### config.mk
export PLATFORM = sky130hd
export DESIGN_NAME = alu_pipe
export DESIGN_NICKNAME = d
export VERILOG_FILES = /design/src/rtl/alu_pkg.sv /design/src/rtl/bk_adder.sv /design/src/rtl/alu_pipe.sv
export SDC_FILE = /design/constraint.sdc
export NUM_CORES = 1
export LEC_CHECK = 0
export BUFFER_PORTS_ARGS = -buffer_cell sky130_fd_sc_hd__buf_2
export CORE_ASPECT_RATIO = 1.1
export CORE_UTILIZATION = 55
export DETAILED_ROUTE_END_ITERATION = 8
export HOLD_SLACK_MARGIN = 0.05
export MAX_ROUTING_LAYER = met4
export PLACE_DENSITY = 0.77
export SKIP_CTS_REPAIR_TIMING = 1
export SLEW_MARGIN = 10
export SYNTH_ARGS = -nofsm -noshare
export SYNTH_HDL_FRONTEND = slang
export SYNTH_HIERARCHICAL = 1
export SYNTH_SLANG_ARGS = --single-unit
### constraint.sdc
create_clock -name CLK -period 4.7 [get_ports CLK]
set_clock_uncertainty 0.05 [all_clocks]
set_input_delay 0.705 -clock CLK [delete_from_list [all_inputs] [get_ports CLK]]
set_output_delay 0.705 -clock CLK [all_outputs]
set_load 0.02 [all_outputs]
### src/rtl/alu_pkg.sv
// Shared opcode encoding and flag bit positions for alu_pipe.
package alu_pkg;

    typedef enum logic [3:0] {
        OP_ADD  = 4'h0,
        OP_ADDC = 4'h1,
        OP_SUB  = 4'h2,
        OP_SUBB = 4'h3,
        OP_INC  = 4'h4,
        OP_DEC  = 4'h5,
        OP_AND  = 4'h6,
        OP_OR   = 4'h7,
        OP_XOR  = 4'h8,
        OP_NOT  = 4'h9,
        OP_SHL  = 4'hA,
        OP_SHR  = 4'hB,
        OP_ASR  = 4'hC,
        OP_ROL  = 4'hD,
        OP_PASS = 4'hE,
        OP_CMP  = 4'hF
    } alu_op_e;

    localparam int FLAG_C = 3;
    localparam int FLAG_V = 2;
    localparam int FLAG_Z = 1;
    localparam int FLAG_N = 0;

endpackage

### src/rtl/bk_adder.sv
// Combinational Brent-Kung prefix adder; W must be a power of two.
module bk_adder #(
    parameter int W = 8
) (
    input  logic [W-1:0] X,
    input  logic [W-1:0] Y,
    input  logic         CI,
    output logic [W-1:0] S,
    output logic         CO
);
    localparam int L = $clog2(W);

    logic [W-1:0] prop_s;
    logic [W-1:0] grp_g_s;
    logic [W-1:0] grp_p_s;

    // Up-sweep builds power-of-two spans, down-sweep fills the remaining prefixes.
    always_comb begin
        prop_s     = X ^ Y;
        grp_g_s    = X & Y;
        grp_g_s[0] = grp_g_s[0] | (prop_s[0] & CI);
        grp_p_s    = prop_s;
        for (int l = 0; l < L; l++) begin
            for (int i = (2 ** (l + 1)) - 1; i < W; i += 2 ** (l + 1)) begin
                grp_g_s[i] = grp_g_s[i] | (grp_p_s[i] & grp_g_s[i - (2 ** l)]);
                grp_p_s[i] = grp_p_s[i] & grp_p_s[i - (2 ** l)];
            end
        end
        for (int l = L - 2; l >= 0; l--) begin
            for (int i = (2 ** (l + 1)) + (2 ** l) - 1; i < W; i += 2 ** (l + 1)) begin
                grp_g_s[i] = grp_g_s[i] | (grp_p_s[i] & grp_g_s[i - (2 ** l)]);
                grp_p_s[i] = grp_p_s[i] & grp_p_s[i - (2 ** l)];
            end
        end
        S  = prop_s ^ {grp_g_s[W-2:0], CI};
        CO = grp_g_s[W-1];
    end

endmodule

### src/rtl/alu_pipe.sv
// Two-stage pipelined ALU with valid/ready handshake and registered C/V/Z/N flags.
// Optional build macro ALU_SAT_EN: signed saturation for ADD/ADDC/SUB/SUBB.
module alu_pipe
    import alu_pkg::*;
#(
    parameter int W    = 8,
    parameter int SELW = 4
) (
    input  logic            CLK,
    input  logic            RST,
    input  logic            IN_VALID,
    output logic            IN_READY,
    input  logic [W-1:0]    A,
    input  logic [W-1:0]    B,
    input  logic            CIN,
    input  logic [SELW-1:0] SEL,
    output logic            OUT_VALID,
    input  logic            OUT_READY,
    output logic [W-1:0]    Y,
    output logic [3:0]      FLAGS
);
    logic          s1_valid_q;
    logic [W-1:0]  a_q;
    logic [W-1:0]  b_q;
    logic          cin_q;
    alu_op_e       op_q;
    logic          out_valid_q;
    logic [W-1:0]  y_q;
    logic [3:0]    flags_q;

    logic          adv_s;
    logic [W-1:0]  add_x_s;
    logic [W-1:0]  add_y_s;
    logic          add_ci_s;
    logic [W-1:0]  sum_s;
    logic          co_s;
    logic          ovf_s;
    logic [W-1:0]  y_d;
    logic [W-1:0]  zn_src_s;
    logic          c_s;
    logic          v_s;
    logic [3:0]    flags_d;

    assign adv_s     = !out_valid_q || OUT_READY;
    assign IN_READY  = adv_s;
    assign OUT_VALID = out_valid_q;
    assign Y         = y_q;
    assign FLAGS     = flags_q;

    // Operand and carry-in steering for the single shared adder.
    always_comb begin
        add_x_s  = a_q;
        add_y_s  = b_q;
        add_ci_s = 1'b0;
        case (op_q)
            OP_ADD:  add_ci_s = 1'b0;
            OP_ADDC: add_ci_s = cin_q;
            OP_SUB:  begin add_y_s = ~b_q; add_ci_s = 1'b1;   end
            OP_SUBB: begin add_y_s = ~b_q; add_ci_s = ~cin_q; end
            OP_INC:  begin add_y_s = '0;   add_ci_s = 1'b1;   end
            OP_DEC:  begin add_y_s = '1;   add_ci_s = 1'b0;   end
            OP_CMP:  begin add_y_s = ~b_q; add_ci_s = 1'b1;   end
            default: add_ci_s = 1'b0;
        endcase
    end

    bk_adder #(.W(W)) u_adder (
        .X  (add_x_s),
        .Y  (add_y_s),
        .CI (add_ci_s),
        .S  (sum_s),
        .CO (co_s)
    );

    assign ovf_s = (add_x_s[W-1] == add_y_s[W-1]) && (sum_s[W-1] != add_x_s[W-1]);

    // Result and flag selection; CMP reports Z/N of the difference, not of Y.
    always_comb begin
        y_d = sum_s;
        c_s = 1'b0;
        v_s = 1'b0;
        case (op_q)
            OP_ADD, OP_ADDC, OP_SUB, OP_SUBB: begin
                c_s = co_s;
                v_s = ovf_s;
`ifdef ALU_SAT_EN
                if (ovf_s) begin
                    y_d = sum_s[W-1] ? {1'b0, {(W-1){1'b1}}} : {1'b1, {(W-1){1'b0}}};
                end else begin
                    y_d = sum_s;
                end
`else
                y_d = sum_s;
`endif
            end
            OP_INC, OP_DEC: begin y_d = sum_s; c_s = co_s; v_s = ovf_s; end
            OP_AND:  y_d = a_q & b_q;
            OP_OR:   y_d = a_q | b_q;
            OP_XOR:  y_d = a_q ^ b_q;
            OP_NOT:  y_d = ~a_q;
            OP_SHL:  begin y_d = {a_q[W-2:0], 1'b0};     c_s = a_q[W-1]; end
            OP_SHR:  begin y_d = {1'b0, a_q[W-1:1]};     c_s = a_q[0];   end
            OP_ASR:  begin y_d = {a_q[W-1], a_q[W-1:1]}; c_s = a_q[0];   end
            OP_ROL:  begin y_d = {a_q[W-2:0], a_q[W-1]}; c_s = a_q[W-1]; end
            OP_PASS: y_d = b_q;
            OP_CMP:  begin y_d = '0; c_s = co_s; v_s = ovf_s; end
            default: y_d = '0;
        endcase
        zn_src_s = (op_q == OP_CMP) ? sum_s : y_d;
        flags_d         = 4'b0000;
        flags_d[FLAG_C] = c_s;
        flags_d[FLAG_V] = v_s;
        flags_d[FLAG_Z] = (zn_src_s == '0);
        flags_d[FLAG_N] = zn_src_s[W-1];
    end

    // Both stages move together whenever the output slot is free or being drained.
    always_ff @(posedge CLK) begin
        if (RST) begin
            s1_valid_q  <= 1'b0;
            a_q         <= '0;
            b_q         <= '0;
            cin_q       <= 1'b0;
            op_q        <= OP_ADD;
            out_valid_q <= 1'b0;
            y_q         <= '0;
            flags_q     <= 4'b0000;
        end else if (adv_s) begin
            s1_valid_q  <= IN_VALID;
            out_valid_q <= s1_valid_q;
            if (IN_VALID) begin
                a_q   <= A;
                b_q   <= B;
                cin_q <= CIN;
                op_q  <= alu_op_e'(SEL);
            end
            if (s1_valid_q) begin
                y_q     <= y_d;
                flags_q <= flags_d;
            end
        end
    end

endmodule

## Yosys cells after proc, flatten, opt, wreduce, memory -nomap -nowiden

Cells that the tools add are included.

- Multipliers: 0
- Bitwise operators: 37
- Reductions and logical operators: 13
- Order comparisons: 0
- Add/sub/neg operators: 0
- Shift-type cells: 0
- Equality and inequality tests: 17
- Multiplexer cells: 6
- Divide/modulo/power cells: 0

Operator list:

| kind | number |
|---|---|
| $pmux 8 s11 | 1 |
| $eq 4x4->1 const B | 8 |
| $pmux 8 s3 | 1 |
| $xor 8x8->8 | 3 |
| $and 1x1->1 | 16 |
| $and 8x8->8 | 2 |
| $eq 4x3->1 const B | 4 |
| $not 8->8 | 2 |
| $or 1x1->1 | 12 |
| $eq 4x2->1 const B | 2 |
| $logic_not 8->1 | 1 |
| $mux 8 | 1 |
| $or 8x8->8 | 1 |
| $reduce_or 7->1 | 1 |
| $pmux 1 s3 | 2 |
| $reduce_or 3->1 | 2 |
| $reduce_or 6->1 | 1 |
| $eq 4x1->1 const B | 1 |
| $logic_not 4->1 | 1 |
| $reduce_and 2->1 | 2 |
| $reduce_or 2->1 | 2 |
| $eq 1x1->1 | 1 |
| $logic_and 1x1->1 | 1 |
| $logic_not 1->1 | 1 |
| 4 further kinds | 4 |

- Input port bits: 25
- Output and inout bits: 14
- Flip-flop bits (word level): 35
- Bits in writable memories: 0
- Bits in latches: 0
- Memories kept: 0
- Bits in read-only memories: 0
- Word-level logic and storage cells: 81

## Depth between registers and ports, before layout

Gate-level depths: netlist of run 1.

- Depth after elaboration: 18
- Mapped depth: 21
- Gate-level depth less buffers: 18

## Modules after synthesis

Netlist of run 1, hierarchy kept.

By module, submodules not included:

| module | sequential area each (µm²) | cells each | area an instance (µm²) | instances |
|---|---|---|---|---|
| alu_pipe | 700.7 | 376 | 2632.5 | 1 |
| bk_adder | 0.0 | 33 | 310.3 | 1 |

## Least setup slack after synthesis of run 1

OpenSTA, ideal clock, no wires.

- Path kind: register -> register
- From: reg op_q[1]
- To: reg flags_q[1], in the netlist FLAGS[1]
- Library setup time: 0.116 ns
- Path buffers: 4
- Path slack: 0.644 ns
- Period minus slack after synthesis: 4.056 ns
- Required time: 4.534 ns
- Arrival: 3.891 ns
- Stages on the path, launching flop included: 21
- Cells stage by stage: dfxtp_1 > buf_6 > clkbuf_1 > clkbuf_1 > buf_1 > xor2_1 > a21oi_1 > o22ai_1 > inv_1 > fa_1 > inv_1 > fa_1 > a21o_1 > o21ai_2 > nand2_1 > fa_1 > xor2_1 > nor2_1 > a21oi_1 > nor4_2 > a31o_1

- Elaborated cells on any way between the ends: 47
- Those cells by class: eq/ne (15); mux (4); bitwise (23); reduce/logical (5)

RTL lines:

| what | RTL line | text |
|---|---|---|
| start, declared | alu_pipe.sv:26 | `alu_op_e op_q;` |
| start signal, assigned | alu_pipe.sv:135 | `op_q <= alu_op_e'(SEL);` |
| $eq 4x4->1 (tied with other cells) | alu_pipe.sv:55 | `case (op_q)` |
| $reduce_or 3->1 (no line) | -- |  |
| $pmux 1 s3 * | alu_pipe.sv:55 |  |
| via add_ci_s | alu_pipe.sv:34 | `logic add_ci_s;` |
| $and 1x1->1 * | bk_adder.sv:21 | `grp_g_s[0] = grp_g_s[0] \| (prop_s[0] & CI);` |
| $or 1x1->1 * | bk_adder.sv:21 |  |
| $and 1x1->1 * | bk_adder.sv:25 | `grp_g_s[i] = grp_g_s[i] \| (grp_p_s[i] & grp_g_s[i - (2 ** l)]);` |
| $or 1x1->1 * | bk_adder.sv:25 |  |
| (+3 left out) | -- |  |
| $or 1x1->1 * | bk_adder.sv:31 | `grp_g_s[i] = grp_g_s[i] \| (grp_p_s[i] & grp_g_s[i - (2 ** l)]);` |
| $and 1x1->1 * | bk_adder.sv:31 |  |
| $or 1x1->1 * | bk_adder.sv:31 |  |
| $xor 8x8->8 * | bk_adder.sv:35 | `S = prop_s ^ {grp_g_s[W-2:0], CI};` |
| via sum_s[7] | alu_pipe.sv:35 | `logic [W-1:0] sum_s;` |
| $pmux 8 s11 | alu_pipe.sv:82 | `case (op_q)` |
| $mux 8 * | alu_pipe.sv:109 | `zn_src_s = (op_q == OP_CMP) ? sum_s : y_d;` |
| $logic_not 8->1 * | alu_pipe.sv:113 | `flags_d[FLAG_Z] = (zn_src_s == '0);` |
| end signal, assigned | alu_pipe.sv:139 | `flags_q <= flags_d;` |
| end, declared | alu_pipe.sv:29 | `logic [3:0] flags_q;` |

The timed path passes the listed nets; every way through them passes the cells marked *.
A chain may end at the register's enable or synchronous reset.

## Worst setup path in the final report of run 1

- From: reg op_q[3]
- To: reg flags_q[1], in the netlist FLAGS[1]

- Longest elaborated chain between the ends: 18
- Elaborated cells on any way between the ends: 47
- Those cells by class: eq/ne (15); mux (4); bitwise (23); reduce/logical (5)

Ends and longest elaborated chain:

| what | RTL line | text |
|---|---|---|
| $eq 4x4->1 / $eq 4x2->1 (equally long branches) | alu_pipe.sv:55 |  |
| $reduce_or 3->1 (no line) | -- |  |
| $pmux 8 s3 * | alu_pipe.sv:55 |  |
| via add_y_s[0] | alu_pipe.sv:33 | `logic [W-1:0] add_y_s;` |
| $xor 8x8->8 | bk_adder.sv:19 | `prop_s = X ^ Y;` |
| $and 1x1->1 | bk_adder.sv:21 |  |
| $or 1x1->1 * | bk_adder.sv:21 |  |
| $and 1x1->1 * | bk_adder.sv:25 |  |
| (+4 left out) | -- |  |
| $or 1x1->1 * | bk_adder.sv:31 |  |
| $and 1x1->1 * | bk_adder.sv:31 |  |
| $or 1x1->1 * | bk_adder.sv:31 |  |
| $xor 8x8->8 * | bk_adder.sv:35 |  |
| via sum_s[7] | alu_pipe.sv:35 |  |
| $pmux 8 s11 | alu_pipe.sv:82 |  |
| $mux 8 * | alu_pipe.sv:109 |  |
| $logic_not 8->1 * | alu_pipe.sv:113 |  |

Marks and branches as above.

==> results of run 1 <==
## cells in the final DEF (no fill, tap or decap), drive strengths merged, types with 4 or more instances in the layout
master   n
nand3   11
nor2b    6
ha      22
nand2   73
a221oi   5
and2     4
buf     44
nor2    29
fa       5
a21o     5
mux2i   10
clkbuf   6
o22ai    5
nand2b   6
dfxtp   35
a21oi   58
inv     31
nor3     5
a211oi   6
o21ai   17
## power groups by stage
stage	clock [mW]	sequential (mW)	combinational (mW)
after floorplan	0	0.348	0.199
after global placement	0	0.354	0.268
after detailed placement	0	0.355	0.270
after CTS	0.226	0.348	0.272
after global routing	0.236	0.352	0.304
final	0.221	0.348	0.277
## synth_stat cells (all sizes together) (2+ instances only)
| cell type | n | area, um^2 |
|---|---|---|
| a32o | 2 | 20.0 |
| a21o | 5 | 37.5 |
| a21oi | 58 | 290 |
| a22o | 2 | 17.5 |
| nor2b | 6 | 45.0 |
| a221oi | 5 | 50.0 |
| a31oi | 3 | 18.8 |
| o221ai | 2 | 17.5 |
| fa | 5 | 100 |
| nand3b | 2 | 15.0 |
| dfxtp | 35 | 701 |
| xor2 | 3 | 26.3 |
| nand2b | 6 | 37.5 |
| buf | 14 | 75.1 |
| o21ai | 17 | 88.8 |
| mux2i | 10 | 100 |
| ha | 22 | 275 |
| nor4 | 3 | 25.0 |
| o22ai | 5 | 31.3 |
| clkbuf | 17 | 63.8 |
| or2 | 2 | 12.5 |
| a221o | 3 | 30.0 |
| a32oi | 3 | 26.3 |
| nor2 | 29 | 111 |
| inv | 31 | 116 |
| nand3 | 11 | 55.1 |
| nand2 | 73 | 274 |
| a211oi | 6 | 45.0 |
| nor3 | 5 | 25.0 |
| and2 | 4 | 25.0 |
| o2bb2ai | 2 | 23.8 |
| o22a | 2 | 17.5 |
## critical path: stages (launching register included)
cell	delay (ns)
dfxtp_1	0.66
buf_4	0.36
nand3_1	0.11
o21ai_0	0.12
a21o_1	0.16
a221oi_1	0.07
inv_1	0.10
fa_1	0.19
inv_1	0.06
fa_1	0.40
a21o_1	0.21
o21ai_2	0.19
nand2_1	0.09
fa_1	0.38
xor2_1	0.34
nor2_1	0.09
a21oi_1	0.25
nor4_2	0.09
a31o_1	0.21
## state kept, by name (all words and copies together) (netlist names)
name,cells
Y,8
OUT_VALID,1
b_q,8
op_q,4
FLAGS,4
a_q,8
cin_q,1
s1_valid_q,1
## final cells by class
class | instances | area, um^2 | share of cell area [%]
clock buffers | 6 | 72.6 | 2.27
repair buffers | 44 | 235 | 7.36
clock inverters | 2 | 12.5 | 0.391
inverters | 31 | 116 | 3.64
well taps | 58 | 72.6 | 2.27
multi-input cells | 312 | 1990 | 62.2
flip-flops and latches | 35 | 701 | 21.9
## worst max-delay path by stage
| stage | end | slack [ns] | depth (start not counted) | start |
|---|---|---|---|---|
| 2_1_floorplan | FLAGS[1] | 0.64 | 20 | op_q[1] |
| 3_3_place_gp | FLAGS[1] | 0.63 | 16 | op_q[2] |
| 3_5_place_dp | FLAGS[1] | 0.54 | 16 | op_q[2] |
| 4_1_cts | FLAGS[1] | 0.54 | 16 | op_q[2] |
| 5_1_grt | FLAGS[1] | 0.16 | 17 | op_q[2] |
| 6_report | FLAGS[1] | 0.44 | 18 | op_q[3] |
## logic make-up (layout without fill, tap and decap cells)
kind of cell | Yosys count | in the layout | synth area share [%]
AND/OR/NAND/NOR | 147 | 147 | 22.9
multiplexers | 10 | 10 | 3.40
flip-flops | 35 | 35 | 23.8
XOR/XNOR | 4 | 4 | 1.19
buffers and inverters | 62 | 83 | 8.67
adder cells (fa/ha/maj) | 27 | 27 | 12.8
AO/OA/AOI/OAI | 124 | 124 | 27.3
## per-layer routing
layer / track usage [%] / share of wire, % / routed length [um]
met1: 42.3 / 44 / 3690
met2: 49.2 / 46 / 3870
met3: 5.20 / 7.4 / 619
met4: 10.4 / 2.1 / 176
met5: - / 0 / 0
## stage by stage
step,power (mW),util [%],cells
2_1_floorplan,0.547,-,409
5_1_grt,0.892,63.1,488
3_5_place_dp,0.625,61.4,480
6_report,0.847,63.1,488
3_3_place_gp,0.622,61.4,480
4_1_cts,0.846,63.1,488
==> run metrics, run 1 <==
Seq pwr share 41.1%; initial DRC count 333; FF-to-FF End FLAGS[1]; Final Max Slew Viols 0; Psw 0.322 mW; unrepaired setup endpoints after global routing no; Primary FF master, synth dfxtp_1; DP Area 3110 um^2; via count 2,997; Internal 0.525 mW; Clock Path Buffers 2; worst r2r src op_q[3]; startpoint types register; sw frac 38.0%; final setup fails 0; Yosys reg bits 35; pre-CTS WS 0.542 ns; Max Cap Violations 0; DR WL/cell 17.1 um; crit end category register; P&R area growth vs syn 8.63%; Leakage 1.40 nW; Final nets 481; clock slew at reported path FFs 0.08 ns; Sinks on Clock Net 35; outcome finished clean; post-synth net total 461; GPL Wtd Cong 1.02; pwr/cell area 265 nW/um^2; final hold vios 0; clock share of power 26.1%; Critical Path AT 4.40 ns; Setup TNS 0 ns; largest net degree at the start of global routing 37; CP required 4.84 ns; reg2reg path depth 18; Worst Hold Launch Y[3]; hold depth 2; Hold EP Y[3]; Hold Slack 0.400 ns; # rows 27; Clk Latency, worst-skew pair 0.29 ns; grt total ovfl 0; Die Span Y 78.7 um; layout cells sized above 1 14.4%; syn avg cell area 7.20 um^2; Max Clk Rate 235 MHz; Mapped Cells 409; final clock period utilization by the worst path 90.6%; Worst slew margin 49.3%; worst slew pin tran 0.759 ns; # DRC 0; root buf cell clkbuf_8; async set or reset register ratio after synthesis 0%; Tightest Hold Check Type reg -> reg; cts bufs inserted 5; # diodes 0; Core ar. 5070 um^2; Pre-Repair DR Iteration Count 7; CTS tree built; I/O pin cnt 39; Starting Density 58.1%; cell area after layout 3200 um^2; WL final 8.36 mm; Final min period 4.26 ns; global-route usage over all layers 31.8%; Fill cells 489; Worst R2R Setup Slack 0.44 ns; Die Area 5650 um^2; synth unique cells 60; Cell Area, Synth 2940 um^2; Max VDD drop 0.166 mV; setup ws final 0.442 ns; port bufs 38; sequential cell area fraction in the yosys report 23.8%; Detail Placement HPWL 6.23 mm; global-route wire length before repair 13.5 mm; Via density 6.14; H-tree depth 2; worst-path fanout max 23; antenna violations before repair 0; antenna viol nets, final 0; Yosys warning count 6; critical path class reg -> reg; number of synthesized flops with an enable pin 0; Combinational Power Share 32.7%; number of global-route vias before repair 2,651; die width 71.7 um
Power figures use the tool's default switching activity.
==> run 2: changes to the inputs <==
Settings changed: PLACE_DENSITY 0.77 to 0.88.
==> run metrics, run 2 (same netlist as run 1, synthesis figures left out) <==
outcome finished clean; worst-path fanout max 17; Slowest-stage cell, CP dfxtp_1; Clk Latency, worst-skew pair 0.29 ns; CP most frequent cell fa_1; unrepaired setup endpoints after global routing no; grt total ovfl 0; crit path cell chain buf_4 > or2b_2 > nor2_1 > a21oi_1 > o22ai_1 > inv_1 > fa_1 > inv_1 > fa_1 > a21o_1 > o21ai_2 > nand2_1 > fa_1 > xor2_1 > nor2_1 > a21oi_1 > nor4_2 > a31o_1; global-route usage over all layers 33.8%; Die Span Y 78.7 um; root buf cell clkbuf_8; Final min period 4.29 ns; Max Cap Violations 0; critical path class reg -> reg; Tightest Hold Check Type reg -> reg; port bufs 38; worst slew pin tran 0.690 ns; via count 3,051; Internal 0.636 mW; Starting Density 58.1%; Final Max Slew Viols 0; pwr/cell area 293 nW/um^2; startpoint types register; Max Clk Rate 233 MHz; CTS tree built; sw frac 33.5%; clock slew at reported path FFs 0.08 ns; final setup fails 0; # diodes 0; I/O pin cnt 39; Worst path top cell family by delay compound AO/OA/AOI/OAI gates; Die Area 5650 um^2; Core ar. 5070 um^2; Sinks on Clock Net 35; final clock period utilization by the worst path 91.3%; Critical Path AT 4.44 ns; Setup TNS 0 ns; die width 71.7 um; # rows 27; P&R area growth vs syn 11.0%; initial DRC count 364; antenna violations before repair 0; antenna viol nets, final 0; most frequent cells in the layout nand2_1, a21oi_1, buf_2; Psw 0.321 mW; Combinational Power Share 29.2%; number of global-route vias before repair 2,940; Fill cells 468; WP buf/inv 3; CP required 4.85 ns; H-tree depth 2; Seq pwr share 36.6%; largest stage delay on the critical path 0.74 ns; Via density 6.21; Final nets 484; clock share of power 34.2%; Worst slew margin 53.9%; crit end category register; DR WL/cell 17.8 um; layout cells sized above 1 15.0%; Detail Placement HPWL 6.70 mm; Max VDD drop 0.220 mV; WL final 8.75 mm; Hold Slack 0.409 ns; cts bufs inserted 5; largest net degree at the start of global routing 37; Pre-Repair DR Iteration Count 5; # DRC 0; Leakage 1.43 nW; global-route wire length before repair 14.4 mm; final hold vios 0; GPL Wtd Cong 0.983; commonest non-fill, non-tap cell in the layout nand2_1; Clock Path Buffers 2
-- run 2: changes by cell type in the layout (fill, tap and decap cells not counted) --
| cell | before | now |
|---|---|---|
| clkinv_2 | 1 | 0 |
| clkinvlp_4 | 1 | 0 |
| bufinv_16 | 0 | 2 |
| buf_4 | 6 | 9 |
-- run 2: tightest hold or removal path, delay by kind of cell (launching register included) --
family,cells,cell delay (ns)
flip-flops,1,0.31
AO/OA/AOI/OAI,1,0.05
AND/OR/NAND/NOR,1,0.05
-- run 2: stage by stage --
stage | total power, mW | cells | area, um^2 | util (%) | setup WS, ns
after floorplan | 0.547 | 409 | 2940 | - | 0.644
after global placement | 0.624 | 483 | 3130 | 61.9 | 0.623
after detailed placement | 0.628 | 483 | 3130 | 61.9 | 0.471
after CTS | 0.952 | 491 | 3270 | 64.5 | 0.472
after global routing | 1.00 | 491 | 3270 | 64.5 | 0.139
final | 0.956 | 491 | 3270 | 64.5 | 0.408
-- run 2: power by group through the flow --
stage | clock, mW | combinational, mW | sequential [mW]
4_1_cts | 0.329 | 0.274 | 0.348
3_5_place_dp | 0 | 0.273 | 0.355
5_1_grt | 0.346 | 0.306 | 0.353
3_3_place_gp | 0 | 0.269 | 0.355
2_1_floorplan | 0 | 0.199 | 0.348
6_report | 0.327 | 0.279 | 0.350
-- run 2: path summary, 6_finish.rpt --
| check | from | end | slack [ns] | cells after the start |
|---|---|---|---|---|
| worst min register to register | Y[4] | Y[4] | 0.41 | 2 |
| worst min-delay path | Y[4] | Y[4] | 0.41 | 2 |
| worst max register to register | op_q[2] | FLAGS[1] | 0.41 | 18 |
| worst max-delay path | op_q[2] | FLAGS[1] | 0.41 | 18 |
-- run 2: final cells by class --
| type | count | area (um^2) | area share [%] |
|---|---|---|---|
| Timing Repair Buffer | 47 | 258 | 7.89 |
| Clock buffer | 6 | 72.6 | 2.22 |
| Tap cell | 58 | 72.6 | 2.22 |
| Clock inverter | 2 | 60.1 | 1.84 |
| Inverter | 31 | 116 | 3.56 |
| Multi-Input combinational cell | 312 | 1990 | 60.8 |
| Sequential cell | 35 | 701 | 21.4 |
-- run 2: metal layers --
layer / vias up / wire length, um / GRT usage [%]
met3: 49 / 676 / 6.60
met4: 0 / 499 / 19.2
li1: 1458 / - / -
met1: 1384 / 3670 / 41.2
met5: - / 0 / -
met2: 160 / 3910 / 52.0
